$ cat src/rtl/deserializer.sv
// -----------------------------------------------------------------------------
// deserializer
//
// Purpose:
//   This is the receive side of the serial bit-stream link. It collects serial
//   bits that arrive MSB-first, each qualified by ser_data_val_i, and packs
//   them into left-aligned parallel words of up to DATA_W bits.
//
//   A burst is a run of consecutive valid cycles. Each burst produces one
//   output word, and a burst longer than DATA_W produces back-to-back full
//   words. The length field uses the transmit side's data_mod encoding, in
//   which 0 means a full DATA_W-bit word.
//
// Configuration:
//   DESER_DROP_PARTIAL_EN (macro)
//     When defined, a burst that ends before DATA_W bits is discarded
//     silently. Only full words are emitted, so deser_len_o is always 0.
//
// Ports:
//   clk_i             clock
//   srst_i            synchronous active-high reset (overrides everything)
//   ser_data_i        serial data bit, word MSB first
//   ser_data_val_i    ser_data_i valid this cycle
//   deser_data_o      received word, left-aligned, unused LSBs are 0
//   deser_len_o       number of bits received (0 means DATA_W)
//   deser_data_val_o  one-cycle strobe qualifying deser_data_o/deser_len_o
//   busy_o            a burst is partially collected (bit counter != 0)
// -----------------------------------------------------------------------------
module deserializer #(
  parameter int DATA_W = 16,
  parameter int LEN_W  = $clog2(DATA_W)
) (
  input  logic              clk_i,
  input  logic              srst_i,
  input  logic              ser_data_i,
  input  logic              ser_data_val_i,
  output logic [DATA_W-1:0] deser_data_o,
  output logic [LEN_W-1:0]  deser_len_o,
  output logic              deser_data_val_o,
  output logic              busy_o
);

  typedef enum logic {
    IDLE    = 1'b0,
    COLLECT = 1'b1
  } state_t;

  localparam logic [LEN_W-1:0] LAST_IDX = LEN_W'(DATA_W - 1);

  state_t              state_q, state_d;
  logic [LEN_W-1:0]    cnt_q, cnt_d;
  logic [DATA_W-1:0]   sh_q, sh_d;
  logic [DATA_W-1:0]   data_q, data_d;
  logic [LEN_W-1:0]    len_q, len_d;
  logic                val_q, val_d;
  logic                busy_q, busy_d;

  // Shift register with the incoming bit already placed. The full-word emit
  // uses this value so that the last bit lands in the same-edge output.
  logic [DATA_W-1:0]   sh_cap;
  logic [LEN_W-1:0]    bit_idx;

  always_comb begin
    bit_idx = LAST_IDX - cnt_q;
    sh_cap  = sh_q;
    sh_cap[bit_idx] = ser_data_i;

    state_d = state_q;
    cnt_d   = cnt_q;
    sh_d    = sh_q;
    data_d  = data_q;
    len_d   = len_q;
    val_d   = 1'b0;

    case (state_q)
      IDLE: begin
        // DATA_W >= 2, so the first bit of a burst can never complete a word.
        if (ser_data_val_i) begin
          sh_d    = sh_cap;
          cnt_d   = cnt_q + LEN_W'(1);
          state_d = COLLECT;
        end
      end

      COLLECT: begin
        if (ser_data_val_i) begin
          if (cnt_q == LAST_IDX) begin
            // The word is complete. The register clears, so a bit that
            // arrives on the next cycle starts a new word with nothing lost.
            data_d  = sh_cap;
            len_d   = '0;
            val_d   = 1'b1;
            cnt_d   = '0;
            sh_d    = '0;
            state_d = IDLE;
          end else begin
            sh_d  = sh_cap;
            cnt_d = cnt_q + LEN_W'(1);
          end
        end else begin
          // A gap ends the burst early.
`ifdef DESER_DROP_PARTIAL_EN
          cnt_d   = '0;
          sh_d    = '0;
          state_d = IDLE;
`else
          data_d  = sh_q;
          len_d   = cnt_q;
          val_d   = 1'b1;
          cnt_d   = '0;
          sh_d    = '0;
          state_d = IDLE;
`endif
        end
      end

      default: begin
        state_d = IDLE;
        cnt_d   = '0;
        sh_d    = '0;
      end
    endcase

    busy_d = (cnt_d != '0);
  end

  always_ff @(posedge clk_i) begin
    if (srst_i) begin
      state_q <= IDLE;
      cnt_q   <= '0;
      sh_q    <= '0;
      data_q  <= '0;
      len_q   <= '0;
      val_q   <= 1'b0;
      busy_q  <= 1'b0;
    end else begin
      state_q <= state_d;
      cnt_q   <= cnt_d;
      sh_q    <= sh_d;
      data_q  <= data_d;
      len_q   <= len_d;
      val_q   <= val_d;
      busy_q  <= busy_d;
    end
  end

  assign deser_data_o     = data_q;
  assign deser_len_o      = len_q;
  assign deser_data_val_o = val_q;
  assign busy_o           = busy_q;

endmodule
$ cat config.mk
export PLATFORM = sky130hd
export DESIGN_NAME = deserializer
export DESIGN_NICKNAME = d
export VERILOG_FILES = /design/src/rtl/deserializer.sv
export SDC_FILE = /design/constraint.sdc
export NUM_CORES = 1
export LEC_CHECK = 0
export CORE_ASPECT_RATIO = 1.2
export CORE_MARGIN = 1.5
export CORE_UTILIZATION = 54
export CTS_BUF_LIST = sky130_fd_sc_hd__clkbuf_4 sky130_fd_sc_hd__clkbuf_8 sky130_fd_sc_hd__clkbuf_16
export DETAILED_ROUTE_END_ITERATION = 7
export GPL_ROUTABILITY_DRIVEN = 0
export PLACE_DENSITY = 0.78
export SLEW_MARGIN = 20
export SYNTH_ARGS = -nofsm -noshare
export SYNTH_HDL_FRONTEND = slang
export SYNTH_SLANG_ARGS = --single-unit
$ cat constraint.sdc
create_clock -name clk_i -period 2.5 [get_ports clk_i]
set_clock_uncertainty 0.2 [all_clocks]
set_input_delay 0.5 -clock clk_i [delete_from_list [all_inputs] [get_ports clk_i]]
set_output_delay 0.5 -clock clk_i [all_outputs]
set_load 0.05 [all_outputs]
==> flow_summary.yaml <==
clock_tree:
  cts_sinks: 43
  clock_latency_ns: 0.29
  htree_levels: 2
  cts_inserted_buffers: 5
  ctsHoldBuffers: 0
  cts.clk_slew.worst_paths_ns: 0.07
  postCtsSetupBuffers: 0
  clockBufferDepth: 2
  root_buffer: "clkbuf_8"
  cts_tree: "done"
  post_cts_resized: 0
logic_synthesis:
  ys.warnings.count: 0
  synth-seq-cells: 43
  synth.area.top_cells: "dfxtp_1 (42%), mux2i_1 (7.7%), a211oi_1 (5.1%), nor2_1 (4.9%), o22ai_1 (4.8%)"
  syn_inst: 234
  yosysUniqueCellTypes: 40
  seq_area_frac_synth_pct: 41.6
  synth_top_flop_cell: "dfxtp_1"
  synth.net_count: 243
  synth_top_area_share_pct: 41.6
  async_flop_share_pct: 0
  synth_edf_count: 0
  avgSynthCellArea_um2: 8.83
  yosysTopAreaCell: "dfxtp_1"
  syn_area_um2: 2070
floorplanning:
  num_rows: 24
  fp.dieW_um: 59.5
  io_pins: 26
  start_util_pct: 56.4
  die_y_um: 70.8
  die_area_um2: 4210
  core_area_um2: 3660
timing:
  fin_tns_setup_ns: 0
  drv_slew: 0
  hold_ws_ns: 0.282
  fmax_mhz: 466
  hold_violations: 0
  tightestPinTransition_ns: 0.620
  max_slew_margin_pct: 58.6
  finalCritPeriodShare_pct: 85.8
  layout_min_cycle_time_ns: 2.14
  finalSetupViolCount: 0
  rsz0062_at_grt: "false"
drt:
  wl_um: 4270
  final_antenna_net_count: 0
  avgRoutedWirePerCell_um: 14.1
  drt_iter0_drc: 85
  via_count: 1696
  drc: 0
  drt_pre_antenna_iters: 4
  viasPerCell: 5.60
worst_setup_path:
  arrival_ns: 1.44
  crit_chain: "clkdlybuf4s50_1"
  slowest_stage: "clkdlybuf4s50_1"
  start_kind: "flip-flop"
  max_stage_delay_ns: 0.80
  crit_fanout: 2
  critPathRequiredTime_ns: 1.80
  critical-path-top-delay-family: "buffers and inverters"
  worstSetupPathType: "reg2out"
  cp_num_buf_inv: 1
  cp-end-kind: "output port"
finish:
  final_common_cell: "dfxtp_1"
  fillers: 324
  final_layout_size_suffix_gt1_share_pct: 10.4
  layout_common_cells: "dfxtp_1 (43), nor2_1 (27), clkdlybuf4s50_1 (25)"
  num_antenna_cells: 0
  synthToLayoutAreaGrowth_pct: 16.4
  layoutNonFillerInstCount: 303
  final_core_utilization_pct: 65.7
  fin_nets: 261
power:
  p_per_area_nw_per_um2: 572
  leakage_nw: 0.880
  total_power_mw: 1.38
  ir_drop_mv: 0.355
global_routing:
  grt_pass1_wl_um: 7310
  grt_pass1_vias: 1574
  antenna_found_initial: 0
  track_usage_pct: 22.7
  grt_max_degree: 29
  gr-total-overflow: 0
run_status:
  status: "complete, no violations"
worst_hold_path:
  hp-class: "reg2reg"
placement:
  io_buffers: 25
  place_hpwl_um: 2890
  place_inst: 297
job:
  max-cap-violations: 0
## synth_stat cells (all sizes together) (2+ instances only)
cell type	instances
nor2	28
clkbuf	9
o21ai	16
a211oi	16
nor3	2
ha	5
nand3	20
buf	14
mux2i	16
nand4	2
nand2b	3
dfxtp	43
nand2	19
o22ai	16
inv	4
a21oi	4
nor3b	2
a22oi	3
## per-layer routing
metal | global-route usage [%] | vias to the layer above | routed length [um] | share of wire, %
met1 | 30.4 | 769 | 1860 | 44
met3 | 5.48 | 8 | 215 | 5.0
met5 | 0 | - | 0 | 0
met2 | 34.2 | 51 | 2110 | 49
li1 | - | 868 | - | -
met4 | 10.1 | 0 | 93 | 2.2
## state kept, by name (all words and copies together) (netlist names)
signal,flops
busy_o,1
cnt_q,4
deser_data_o,16
deser_data_val_o,1
deser_len_o,4
sh_q,16
state_q,1
## path summary, 6_finish.rpt
path	start	to	slack [ns]	depth (start not counted)
max	deser_data_o[2]	deser_data_o[2]	0.36	1
min	sh_q[2]	sh_q[2]	0.28	2
max reg2reg	cnt_q[2]	deser_data_o[8]	0.44	4
min reg2reg	sh_q[2]	sh_q[2]	0.28	2
## area by class of cell
type	count	area [um2]	area share [%]
sequential	43	861	35.8
clock buffer	6	76.3	3.17
tap	52	65.1	2.70
multi-input combinational	164	1060	44.0
timing repair buffer	34	330	13.7
inverter	4	15.0	0.624
## report_power, final
group / leakage (nW) / internal (mW) / total (mW) / switching, mW
clock network: 0.0406 / 0.197 / 0.414 / 0.217
registers: 0.350 / 0.708 / 0.727 / 0.0192
logic: 0.489 / 0.0818 / 0.235 / 0.153
## metrics by stage
step | setup slack (ns) | area (um2)
5_1_grt | 0.278 | 2410
2_1_floorplan | 0.648 | 2070
3_5_place_dp | 0.0898 | 2330
6_report | 0.355 | 2410
4_1_cts | 0.336 | 2410
3_3_place_gp | 0.165 | 2330
## cells by family (layout without fill, tap and decap cells)
logic type	Yosys count	after routing	share of synthesized area, %
AOI/OAI and AO/OA	59	59	19.5
xor gates and xnor gates	1	1	0.424
adders and majority gates	5	5	3.03
buffers and inverters	27	44	7.14
DFF	43	43	41.6
muxes	17	17	8.29
and+or+nand+nor	82	82	20.0
Note: power is estimated with default switching activity, not from simulation.
